$ cat config.mk
export PLATFORM = sky130hd
export DESIGN_NAME = pipeline_hazard_ctrl
export DESIGN_NICKNAME = d
export VERILOG_FILES = /design/src/rtl/hazard_pkg.sv /design/src/rtl/hazard_match.sv /design/src/rtl/pipeline_hazard_ctrl.sv
export SDC_FILE = /design/constraint.sdc
export NUM_CORES = 1
export LEC_CHECK = 0
export CORE_UTILIZATION = 45
export DETAILED_ROUTE_END_ITERATION = 12
export GPL_TIMING_DRIVEN = 1
export PLACE_DENSITY_LB_ADDON = 0.3
export RECOVER_POWER = 25
export SYNTH_ARGS = -nofsm -noshare
export SYNTH_HDL_FRONTEND = slang
export SYNTH_SLANG_ARGS = --single-unit
$ cat constraint.sdc
create_clock -name CLK -period 3 [get_ports CLK]
set_input_delay 0.3 -clock CLK [delete_from_list [all_inputs] [get_ports CLK]]
set_output_delay 0.3 -clock CLK [all_outputs]
set_load 0.005 [all_outputs]
$ cat src/rtl/hazard_pkg.sv
// Shared types and constants for the pipeline hazard controller.
//   state_t   : controller FSM states (RUN, LDSTALL, DWAIT)
//   regbits_t : register-address type at the default width
//   ZERO_REG  : hard-wired zero register, never a hazard source
//   LD_CNT_W  : width of the load-use bubble counter (LOAD_LAT <= 3)
package hazard_pkg;

   typedef enum logic [1:0] {
      RUN     = 2'd0,
      LDSTALL = 2'd1,
      DWAIT   = 2'd2
   } state_t;

   localparam int DEF_REG_W = 5;
   typedef logic [DEF_REG_W-1:0] regbits_t;

   localparam int ZERO_REG = 0;
   localparam int LD_CNT_W = 2;

endpackage

$ cat src/rtl/hazard_match.sv
// Combinational source-operand matcher.
// Compares NUM_SRC packed decode-stage source registers against the
// EX-stage destination; the zero register never produces a hit.
//   i_src_reg : NUM_SRC*REG_W packed sources, source 0 in the LSBs
//   i_wsel    : EX-stage destination register
//   o_hit     : 1 when any source equals a non-zero destination
module hazard_match
   import hazard_pkg::*;
#(
   parameter int REG_W   = 5,
   parameter int NUM_SRC = 2
) (
   input  logic [NUM_SRC*REG_W-1:0] i_src_reg,
   input  logic [REG_W-1:0]         i_wsel,
   output logic                     o_hit
);

   logic w_any;

   always_comb begin
      w_any = 1'b0;
      for (int i = 0; i < NUM_SRC; i++) begin
         if (i_src_reg[i*REG_W +: REG_W] == i_wsel) begin
            w_any = 1'b1;
         end
      end
   end

   assign o_hit = w_any && (i_wsel != REG_W'(ZERO_REG));

endmodule

$ cat src/rtl/pipeline_hazard_ctrl.sv
// Pipeline hazard controller: detects data-memory wait, control redirect,
// load-use and instruction-fetch miss, and drives the PC enable plus the
// enable/flush pair of every pipeline latch. Priority, highest first:
// dwait > redirect > load-use > imiss.
//   CLK, nRST            : clock, synchronous active-low reset
//   ihit, dhit           : fetch / data access complete this cycle
//   dmemREN, dmemWEN     : load / store in MEM
//   src_reg, ex_wsel     : decode sources, EX destination
//   ex_memREN            : EX instruction is a load
//   redirect             : control redirect resolved at BR_STAGE
//   pc_en, *_en, *_flush : PC and latch controls (flush wins over en)
//   stall_cycles         : saturating count of cycles with pc_en=0
//   o_dbg_state/ld_cnt   : FSM state and pending bubble count
module pipeline_hazard_ctrl
   import hazard_pkg::*;
#(
   parameter int REG_W       = 5,
   parameter int NUM_SRC     = 2,
   parameter int LOAD_LAT    = 1,
   parameter int BR_STAGE    = 1,
   parameter int STALL_CNT_W = 16
) (
   input  logic                     CLK,
   input  logic                     nRST,
   input  logic                     ihit,
   input  logic                     dhit,
   input  logic                     dmemREN,
   input  logic                     dmemWEN,
   input  logic [NUM_SRC*REG_W-1:0] src_reg,
   input  logic [REG_W-1:0]         ex_wsel,
   input  logic                     ex_memREN,
   input  logic                     redirect,
   output logic                     pc_en,
   output logic                     ifid_en,
   output logic                     idex_en,
   output logic                     exmem_en,
   output logic                     memwb_en,
   output logic                     ifid_flush,
   output logic                     idex_flush,
   output logic                     exmem_flush,
   output logic                     memwb_flush,
   output logic [STALL_CNT_W-1:0]   stall_cycles,
   output state_t                   o_dbg_state,
   output logic [LD_CNT_W-1:0]      o_dbg_ld_cnt
);

   state_t                  r_state;
   state_t                  w_state_nxt;
   state_t                  w_eff_state;
   logic [LD_CNT_W-1:0]     r_ld_cnt;
   logic [LD_CNT_W-1:0]     w_ld_cnt_nxt;
   logic [STALL_CNT_W-1:0]  r_stall;
   logic                    w_match;
   logic                    w_load_use;
   logic                    w_dwait;

   hazard_match #(
      .REG_W   (REG_W),
      .NUM_SRC (NUM_SRC)
   ) u_match (
      .i_src_reg (src_reg),
      .i_wsel    (ex_wsel),
      .o_hit     (w_match)
   );

   assign w_dwait    = (dmemREN | dmemWEN) & ~dhit;
   assign w_load_use = ex_memREN & w_match;

   always_comb begin
      pc_en        = 1'b1;
      ifid_en      = 1'b1;
      idex_en      = 1'b1;
      exmem_en     = 1'b1;
      memwb_en     = 1'b1;
      ifid_flush   = 1'b0;
      idex_flush   = 1'b0;
      exmem_flush  = 1'b0;
      memwb_flush  = 1'b0;
      w_state_nxt  = r_state;
      w_ld_cnt_nxt = r_ld_cnt;
      // The dhit cycle that ends a data wait is evaluated as the state the
      // wait interrupted: LDSTALL if bubbles are still owed, else RUN.
      if (r_state == DWAIT) begin
         w_eff_state = (r_ld_cnt != '0) ? LDSTALL : RUN;
      end else begin
         w_eff_state = r_state;
      end

      if (!nRST) begin
         pc_en        = 1'b0;
         ifid_en      = 1'b0;
         idex_en      = 1'b0;
         exmem_en     = 1'b0;
         memwb_en     = 1'b0;
         w_state_nxt  = RUN;
         w_ld_cnt_nxt = '0;
      end else if (w_dwait) begin
         // Whole pipe frozen; bubble count held until the access completes.
         pc_en       = 1'b0;
         ifid_en     = 1'b0;
         idex_en     = 1'b0;
         exmem_en    = 1'b0;
         memwb_en    = 1'b0;
         w_state_nxt = DWAIT;
      end else if (redirect) begin
         // The instruction that owned any pending load-use is squashed.
         w_state_nxt  = RUN;
         w_ld_cnt_nxt = '0;
         if (ihit) begin
            ifid_flush = 1'b1;
            idex_flush = (BR_STAGE == 2);
         end else if (BR_STAGE == 1) begin
            pc_en      = 1'b0;
            ifid_en    = 1'b0;
            idex_flush = 1'b1;
         end else begin
            // Redirect resolved in EX must be held there until the fetch lands.
            pc_en    = 1'b0;
            ifid_en  = 1'b0;
            idex_en  = 1'b0;
            exmem_en = 1'b0;
            memwb_en = 1'b0;
         end
      end else if (w_eff_state == LDSTALL) begin
         pc_en        = 1'b0;
         ifid_en      = 1'b0;
         idex_flush   = 1'b1;
         w_ld_cnt_nxt = r_ld_cnt - LD_CNT_W'(1);
         w_state_nxt  = (r_ld_cnt == LD_CNT_W'(1)) ? RUN : LDSTALL;
      end else if (w_load_use) begin
         pc_en      = 1'b0;
         ifid_en    = 1'b0;
         idex_flush = 1'b1;
         if (LOAD_LAT > 1) begin
            w_ld_cnt_nxt = LD_CNT_W'(LOAD_LAT - 1);
            w_state_nxt  = LDSTALL;
         end else begin
            w_state_nxt = RUN;
         end
      end else begin
         w_state_nxt = RUN;
         if (!ihit) begin
            pc_en      = 1'b0;
            ifid_en    = 1'b0;
            idex_flush = 1'b1;
         end
      end
   end

   always_ff @(posedge CLK) begin
      if (!nRST) begin
         r_state  <= RUN;
         r_ld_cnt <= '0;
         r_stall  <= '0;
      end else begin
         r_state  <= w_state_nxt;
         r_ld_cnt <= w_ld_cnt_nxt;
         if (!pc_en && (r_stall != '1)) begin
            r_stall <= r_stall + STALL_CNT_W'(1);
         end
      end
   end

   assign stall_cycles = r_stall;
   assign o_dbg_state  = r_state;
   assign o_dbg_ld_cnt = r_ld_cnt;

endmodule

## After elaboration in Yosys (flattened, before gate mapping)

Cells that the tools add are included.

- Bits of input ports: 23
- Register bits: 20
- Output and inout bits: 29

- Bitwise gates (word level): 7
- Muxes and demuxes: 27
- Reductions and logical operators: 8
- Equal/unequal tests: 6
- Add/subtract/negate cells: 2

Operators with widths:

| kind | count |
|---|---|
| 1-bit two-way mux | 23 |
| 16-bit by 1-bit adder with 16-bit output, second input constant | 1 |
| 16-bit != test, second input constant | 1 |
| 5-bit equality test | 2 |
| 2-bit two-way mux | 4 |
| 5-bit nonzero test | 1 |
| 2-bit by 1-bit equality test with 1-bit output, second input constant | 2 |
| 1-bit NOT | 4 |
| 2-bit nonzero test | 2 |
| 4-bit OR reduction | 1 |
| 1-bit AND | 2 |
| 2-bit equality test, second input constant | 1 |
| 1-bit logical AND | 2 |
| 2-bit AND reduction | 1 |
| 2-bit by 1-bit subtractor with 2-bit output, second input constant | 1 |
| 1-bit logical NOT | 1 |
| 1-bit bitwise OR | 1 |

## Logic depth before layout (Yosys ltp)

Gate-level depths: netlist of the first run.

- Depth in word-level cells: 12
- Depth in mapped cells: 11
- Mapped depth without buffers: 9

## By module

Synthesis of the first run repeated with hierarchy kept, for this count alone.

- Cell total of the unflattened synthesis: 151
- Area total of the unflattened synthesis: 1232.4 um^2

By module, submodules not included:

| module | instances | sequential area each (um^2) | cells each | area each (um^2) |
|---|---|---|---|---|
| pipeline_hazard_ctrl | 1 | 400.4 | 134 | 1108.6 |
| hazard_match | 1 | 0.0 | 17 | 123.9 |

## Least setup slack after synthesis of the first run

No wires, ideal clock.

- Path type: flip-flop to flip-flop
- From: register r_ld_cnt[0] (netlist: o_dbg_ld_cnt[0])
- To: register r_stall[10] (netlist: stall_cycles[10])
- Clock period less this slack: 1945 ps
- Arrival: 1875 ps
- Slack: 1055 ps
- Stages on the path, launching flop included: 11
- Cell sequence: dfxtp_1 > inv_1 > ha_1 > nor2_1 > mux2i_1 > o211ai_1 > a21o_1 > nand2_4 > buf_8 > or4_1 > a21oi_1

- Longest elaborated chain between the ends: 10

RTL lines:

| item | line | source |
|---|---|---|
| from (decl) | pipeline_hazard_ctrl.sv:50 | `logic [LD_CNT_W-1:0] r_ld_cnt;` |
| from (signal assigned) | pipeline_hazard_ctrl.sv:157 | `r_ld_cnt <= w_ld_cnt_nxt;` |
| 2-bit nonzero test | pipeline_hazard_ctrl.sv:84 | `w_eff_state = (r_ld_cnt != '0) ? LDSTALL : RUN;` |
| 1-bit two-way mux | pipeline_hazard_ctrl.sv:84 |  |
| 2-bit two-way mux | pipeline_hazard_ctrl.sv:83 | `if (r_state == DWAIT) begin` |
| 2-bit by 1-bit equality test with 1-bit output | pipeline_hazard_ctrl.sv:124 | `end else if (w_eff_state == LDSTALL) begin` |
| 1-bit two-way mux | pipeline_hazard_ctrl.sv:124 |  |
| 1-bit two-way mux | pipeline_hazard_ctrl.sv:105 | `end else if (redirect) begin` |
| 1-bit two-way mux | pipeline_hazard_ctrl.sv:97 | `end else if (w_dwait) begin` |
| 1-bit two-way mux | pipeline_hazard_ctrl.sv:89 | `if (!nRST) begin` |
| 1-bit logical NOT | pipeline_hazard_ctrl.sv:158 | `if (!pc_en && (r_stall != '1)) begin` |
| 1-bit logical AND | pipeline_hazard_ctrl.sv:158 |  |
| to (signal assigned) | pipeline_hazard_ctrl.sv:159 | `r_stall <= r_stall + STALL_CNT_W'(1);` |
| to (decl) | pipeline_hazard_ctrl.sv:52 | `logic [STALL_CNT_W-1:0] r_stall;` |

No other way between the ends.
A chain may end at the register's enable or synchronous reset.

## Final worst setup path of the first run

- From: input port ex_wsel[1]
- To: output port ifid_en

- Longest elaborated chain between the ends: 10
- Elaborated cells on any way between the ends: 12
- Those cells by class: 2 x eq/ne; 7 x mux; 1 x bitwise; 2 x reduce/logical

RTL lines:

| item | line | source |
|---|---|---|
| from (decl) | pipeline_hazard_ctrl.sv:30 | `input logic [REG_W-1:0] ex_wsel,` |
| 5-bit equality test | hazard_match.sv:23 | `if (i_src_reg[i*REG_W +: REG_W] == i_wsel) begin` |
| 1-bit two-way mux (2 in series) | hazard_match.sv:23 |  |
| 1-bit logical AND (*) | hazard_match.sv:29 | `assign o_hit = w_any && (i_wsel != REG_W'(ZERO_REG));` |
| 1-bit AND (*) | pipeline_hazard_ctrl.sv:67 | `assign w_load_use = ex_memREN & w_match;` |
| 1-bit two-way mux (*) | pipeline_hazard_ctrl.sv:130 | `end else if (w_load_use) begin` |
| 1-bit two-way mux (*) | pipeline_hazard_ctrl.sv:124 |  |
| 1-bit two-way mux (*) | pipeline_hazard_ctrl.sv:105 |  |
| 1-bit two-way mux (*) | pipeline_hazard_ctrl.sv:97 |  |
| 1-bit two-way mux (*) | pipeline_hazard_ctrl.sv:89 |  |
| to (decl) | pipeline_hazard_ctrl.sv:34 | `output logic ifid_en,` |

Mark *: on every way between the ends. The rest lies on a longest branch, timed or not.

==> results of run 1 <==
power breakdown:
part / switching (uW) / total [uW] / internal (uW) / leakage (uW)
Clock: 77.2 / 124 / 46.6 / 0.0000138
Sequential: 7.37 / 278 / 271 / 0.000162
Combinational: 42.7 / 105 / 62.7 / 0.000474
synth_stat cells (all sizes together):
cell	n	area share (%)
a21o	2	1.2
a21oi	8	3.2
and3	5	2.9
and4	1	0.91
buf	7	5.8
clkbuf	2	0.61
conb	1	0.30
dfxtp	20	32
ha	3	3.0
inv	8	2.4
mux2i	5	4.0
nand2	16	5.4
nand2b	6	3.0
nand3	9	4.0
nand4	2	1.0
nor2	15	4.5
nor4	4	2.0
o211ai	2	1.2
o21ai	2	0.81
o21bai	2	1.2
o22ai	1	0.50
o311ai	2	1.4
o31ai	5	3.0
o41ai	2	1.4
or2	1	0.50
or3	1	0.91
or4	5	3.0
xnor2	11	7.8
xor2	2	1.4
per-stage QoR:
step / hold slack [ns] / util [%] / total power [uW]
after floorplan: 0.378 / - / 336
after global placement: 0.468 / 66.8 / 387
after detailed placement: 0.486 / 66.8 / 391
after CTS: 0.503 / 67.7 / 511
after global routing: 0.528 / 67.6 / 528
final: 0.496 / 67.6 / 507
critical path, stage by stage:
cell and delay [ns]:
clkdlybuf4s50_1 0.46, or4_1 0.54, o21ai_1 0.16, nor2_1 0.05
a21o_1 0.24, inv_1 0.10, clkdlybuf4s50_1 0.50
worst min-delay path by stage:
stage	from	to	slack (ns)
after floorplan	redirect	o_dbg_state[0]	0.38
after global placement	stall_cycles[15]	stall_cycles[15]	0.47
after detailed placement	stall_cycles[15]	stall_cycles[15]	0.49
after CTS	stall_cycles[15]	stall_cycles[15]	0.50
after global routing	stall_cycles[15]	stall_cycles[15]	0.53
final	stall_cycles[15]	stall_cycles[15]	0.50
sequential cells by signal, summed over array words and instances, names as in the netlist:
signal        flops
o_dbg_state       2
o_dbg_ld_cnt      2
stall_cycles     16
per-layer routing:
metal,vias to the layer above,track usage [%],routed length (microns)
met4,0,5.98,8
met5,-,0,0
li1,616,-,-
met2,47,35.8,1480
met3,2,3.89,227
met1,574,25.3,1200
kinds of logic after synthesis:
family,count (synthesis),share of synthesized area [%]
buf+inv,17,8.87
simple gates,65,28.3
mux,5,4.03
compound gates,26,14.0
flops,20,32.3
xor+xnor,13,9.17
fa+ha+maj,3,3.02
other cells,1,0.302
cell type report:
class                   instances  area, sq um
inverters                       8         30.0
fillers                       218          826
multi-input cells             114          734
repair buffers                 50          494
well taps                      30         37.5
clock buffers                   3         22.5
flip-flops and latches         20          400
cell usage in the layout (no fill, tap or decap):
master / synthesis / final
ha_1: 3 / 3
o31ai_1: 5 / 5
nand2b_1: 6 / 6
a21oi_1: 8 / 8
o41ai_1: 2 / 2
nand3_1: 8 / 8
inv_1: 8 / 8
nand2_1: 15 / 15
or2_2: 1 / 1
and3_4: 1 / 1
o21ai_1: 1 / 1
mux2i_1: 5 / 5
o311ai_0: 2 / 2
nand2_4: 1 / 1
and4_4: 1 / 1
dfxtp_1: 20 / 20
clkdlybuf4s50_1: 0 / 40
o22ai_1: 1 / 1
nand3_2: 1 / 1
clkbuf_1: 2 / 1
o211ai_1: 2 / 2
o21bai_1: 2 / 2
nor2_1: 15 / 15
xor2_1: 2 / 2
or3_4: 1 / 1
and3_1: 4 / 4
clkbuf_4: 0 / 3
conb_1: 1 / 2
or4_1: 5 / 5
nand4_1: 2 / 2
dlygate4sd3_1: 0 / 9
a21o_1: 2 / 2
xnor2_1: 11 / 11
o21ai_0: 1 / 1
nor4_1: 4 / 4
==> flow_metrics.py, run 1 <==
metrics = {
    "drt": {
        "detail-route-antenna-nets": 0,
        "initialDrtViolationCount": 23,
        "detailedRoute.firstPassIterationCount": 4,
        "route.vias.total": 1239,
        "wl_per_cell_microns": 12.9,
        "post_drt_via_cell_ratio": 5.51,
        "remaining_drc_errors": 0,
        "detail_route.wirelength_microns": 2910,
    },
    "power_and_ir_drop": {
        "power_per_cell_area_nw_per_um2": 295,
        "max-vdd-ir-drop_mv": 0.261,
        "leakage_power_uw": 0.000649,
    },
    "cts": {
        "cts_resized": 0,
        "total_number_of_h_tree_levels": 1,
        "postCtsHoldBufs": 0,
        "cts_tree": "built",
        "root_buf_cell": "clkbuf_4",
        "postCtsSetupBuffers": 0,
        "cts-root-to-sink-buffers": 2,
        "clock_sink_count": 20,
        "insertion_delay_ns": 0.29,
        "clk_transition_reported_paths_ns": 0.11,
        "cts_buffers": 3,
    },
    "floorplanning": {
        "num_io_pins": 52,
        "chipWidth_microns": 54.5,
        "core_region_area_sq_um": 2540,
        "die_height_microns": 54.5,
        "floorplan.die_area_sq_um": 2970,
        "core.rowCount": 18,
        "start_util_pct": 48.8,
    },
    "grt": {
        "globalRouteOverflowTotal": 0,
        "grt_use_total_pct": 20.5,
        "first_pass_grt_wire_length_microns": 4440,
        "grt_start_max_net_pins": 22,
        "via_count_of_the_first_global_routing_pass": 1076,
        "grt_antenna_before_repair": 0,
    },
    "timing": {
        "layout_setup_ws_ns": 0.337,
        "slew_violations": 0,
        "fin_crit_ns": 2.66,
        "setup_viol": 0,
        "fmax_mhz": 376,
        "worst_pin_slew_ns": 0.540,
        "worst_clock_skew_ns": 0.0126,
        "grt_setup_unrepaired": "false",
        "final_hold_viol_count": 0,
        "max-slew-margin-rel_pct": 64.0,
        "final.period_utilization_pct": 88.8,
        "finalSetupTns_ns": 0,
    },
    "cells_and_area": {
        "antenna-diode-count": 0,
        "layout.nets": 223,
        "layout-area-overhead-vs-synth_pct": 38.5,
        "finish.cell_count_without_fillers": 225,
        "share_of_post_route_cells_with_drive_strength_above_1_pct": 4.62,
        "layout_cell_area_excl_fill_sq_um": 1720,
    },
    "yosys": {
        "post_synth_inst_count": 150,
        "sequential_area_share_after_synthesis_pct": 32.3,
        "yosys_register_bits": 20,
        "synthesis.area_sq_um": 1240,
        "syn_avg_cell_area_sq_um": 8.27,
        "number_of_distinct_library_cell_variants_in_the_gate_level_netlist_after_synthesis": 35,
        "synth_warn": 0,
    },
    "setup_path": {
        "worstPathMaxFanout": 5,
        "crit_arrival_ns": 2.36,
        "critical_r2r_launch": "o_dbg_ld_cnt[0]",
        "crit_required_ns": 2.70,
        "critical_path_class": "in -> out",
        "end_of_the_worst_register_to_register_path": "stall_cycles[13]",
        "crit_start": "ex_wsel[1]",
        "crit_path_end": "ifid_en",
        "regToRegSetupSlack_ns": 0.81,
        "startpoint_type": "input pin",
        "crit_path_end_kind": "output pin",
        "reg2reg_depth": 9,
    },
    "place": {
        "gp_routability_congestion": 0.798,
        "post_placement_cell_count": 222,
        "place_ws_ns": 0.333,
        "io_buffers": 49,
        "hpwl_dp_microns": 2270,
        "dpl_cell_area_sq_um": 1700,
    },
    "hold_path": {
        "whs_path_depth": 2,
        "worst_hold_path_type": "reg -> reg",
    },
    "status": {
        "outcome": "completed",
    },
    "run": {
        "drv_cap": 0,
    },
}
(Power assumes the default switching activity.)
==> run 2: changes to the inputs <==
--- a/config.mk
+++ b/config.mk
@@ -6,6 +6,7 @@
 export NUM_CORES = 1
 export LEC_CHECK = 0
 export CORE_UTILIZATION = 45
+export CTS_CLUSTER_DIAMETER = 30
 export DETAILED_ROUTE_END_ITERATION = 12
 export GPL_TIMING_DRIVEN = 1
 export PLACE_DENSITY_LB_ADDON = 0.3
==> results of run 2 <==
Same layout as run 1: the final DEF is identical, and so are final timing and power.
==> run 3: changes to the inputs <==
--- a/config.mk
+++ b/config.mk
@@ -5,6 +5,7 @@
 export SDC_FILE = /design/constraint.sdc
 export NUM_CORES = 1
 export LEC_CHECK = 0
+export CORE_MARGIN = 5
 export CORE_UTILIZATION = 45
 export CTS_CLUSTER_DIAMETER = 30
 export DETAILED_ROUTE_END_ITERATION = 12
==> run 3 against run 2 <==
Worst hold slack improved by 0.0036 ns. Final cell count increased by 0.89%. Critical path depth unchanged. Flip-flop and latch count unchanged. Via count decreased by 1.9%. Cell area increased by 1.8%. Critical endpoint is now pc_en.
==> flow_metrics.py, run 3 (synthesis gave the netlist of run 1 again) <==
metrics = {
    "cells_and_area": {
        "largest_reg_flops": 16,
        "fillCellCount": 244,
        "layout-area-overhead-vs-synth_pct": 41.0,
        "layout.cells.most_common_list": "clkdlybuf4s50_1 (40), dfxtp_1 (20), nand2_1 (15), nor2_1 (15), xnor2_1 (11)",
        "share_of_post_route_cells_with_drive_strength_above_1_pct": 5.10,
        "finish.cell_count_without_fillers": 227,
        "antenna-diode-count": 0,
        "layout.nets": 223,
        "final_common_cell": "clkdlybuf4s50_1",
    },
    "grt": {
        "first_pass_grt_wire_length_microns": 5690,
        "grt_antenna_before_repair": 0,
        "grt_start_max_net_pins": 22,
        "via_count_of_the_first_global_routing_pass": 1209,
        "grt_use_total_pct": 17.2,
        "globalRouteOverflowTotal": 0,
    },
    "cts": {
        "root_buf_cell": "clkbuf_4",
        "postCtsHoldBufs": 0,
        "total_number_of_h_tree_levels": 1,
        "cts_buffers": 3,
        "postCtsSetupBuffers": 0,
        "insertion_delay_ns": 0.30,
        "clk_transition_reported_paths_ns": 0.12,
        "cts_tree": "built",
        "clock_sink_count": 20,
        "cts-root-to-sink-buffers": 2,
        "cts_resized": 0,
    },
    "timing": {
        "worst_pin_slew_ns": 0.585,
        "finalSetupTns_ns": 0,
        "max-slew-margin-rel_pct": 61.0,
        "final_hold_viol_count": 0,
        "setup_viol": 0,
        "hold_ws_ns": 0.500,
        "slew_violations": 0,
        "fmax_mhz": 378,
        "worst_clock_skew_ns": 0.0127,
        "grt_setup_unrepaired": "false",
        "fin_crit_ns": 2.65,
        "layout_setup_ws_ns": 0.351,
        "final.period_utilization_pct": 88.3,
    },
    "power_and_ir_drop": {
        "p_total_uw": 600,
        "max-vdd-ir-drop_mv": 0.346,
        "power_per_cell_area_nw_per_um2": 343,
        "leakage_power_uw": 0.000663,
    },
    "run": {
        "drv_cap": 0,
    },
    "place": {
        "io_buffers": 49,
        "place_ws_ns": 0.352,
        "post_placement_cell_count": 223,
        "hpwl_dp_microns": 2430,
        "gp_routability_congestion": 0.830,
    },
    "drt": {
        "detail-route-antenna-nets": 0,
        "remaining_drc_errors": 0,
        "initialDrtViolationCount": 24,
        "route.vias.total": 1216,
        "post_drt_via_cell_ratio": 5.36,
        "wl_per_cell_microns": 14.0,
        "detail_route.wirelength_microns": 3170,
        "detailedRoute.firstPassIterationCount": 4,
    },
    "setup_path": {
        "critical_r2r_launch": "o_dbg_ld_cnt[0]",
        "crit_arrival_ns": 2.35,
        "crit_path_end_kind": "output pin",
        "startpoint_type": "input pin",
        "worstPathMaxFanout": 5,
        "end_of_the_worst_register_to_register_path": "stall_cycles[7]",
        "regToRegSetupSlack_ns": 0.79,
        "reg2reg_depth": 9,
        "crit_required_ns": 2.70,
        "critical_path_class": "in -> out",
    },
    "floorplanning": {
        "num_io_pins": 52,
        "chipWidth_microns": 62.5,
        "core.rowCount": 19,
        "core_region_area_sq_um": 2710,
        "floorplan.die_area_sq_um": 3910,
        "die_height_microns": 62.5,
        "start_util_pct": 45.8,
    },
    "hold_path": {
        "whs_path_depth": 2,
        "worst_hold_path_type": "reg -> reg",
        "worstHoldStart": "stall_cycles[15]",
        "timing.hold.worst_endpoint": "stall_cycles[15]",
    },
    "status": {
        "outcome": "completed",
    },
}
## run 3: cell count changes in the layout (fill, tap and decap cells not counted)
cell / previous run / this run
bufinv_16: 0 / 1
## run 3: metrics by stage
step	area (sq um)	util, %
6_report	1750	64.6
5_1_grt	1750	64.6
4_1_cts	1750	64.7
3_5_place_dp	1700	62.8
3_3_place_gp	1700	62.8
2_1_floorplan	1240	-
## run 3: area by class of cell
type | count | area (sq um) | share of cell area, %
Inverter | 8 | 30.0 | 1.72
Sequential cell | 20 | 400 | 22.9
Timing Repair Buffer | 50 | 494 | 28.2
Clock inverter | 1 | 30.0 | 1.72
Multi-Input combinational cell | 114 | 734 | 42.0
Tap cell | 31 | 38.8 | 2.22
Clock buffer | 3 | 22.5 | 1.29
## run 3: worst max-delay path: stages
cell and delay (ns):
clkdlybuf4s50_1 0.46, or4_1 0.54, o21ai_1 0.16, nor2_1 0.05
a21o_1 0.24, inv_1 0.09, clkdlybuf4s50_1 0.51
## run 3: worst max-delay path by stage
stage                             endpoint       startpoint  cells after the start
after floorplan           stall_cycles[10]  o_dbg_ld_cnt[0]                     10
after global placement               pc_en       ex_wsel[1]                      7
after detailed placement             pc_en       ex_wsel[1]                      7
after CTS                            pc_en       ex_wsel[1]                      7
after global routing                 pc_en       ex_wsel[1]                      7
final                                pc_en       ex_wsel[1]                      7
## run 3: where the power goes
part	leakage (uW)	internal [uW]	switching [uW]	total [uW]
logic	0.000474	62.7	42.5	105
registers	0.000162	271	7.31	278
clock network	0.0000279	135	81.8	217
total	0.000663	469	132	600
## run 3: routing by layer
metal	share of wire, %	vias to the layer above	wire length (microns)	global-route usage, %
li1	-	615	-	-
met1	43	559	1380	21.9
met2	49	36	1550	28.4
met3	6.0	6	190	4.32
met4	1.6	0	52	5.04
met5	0	-	0	0
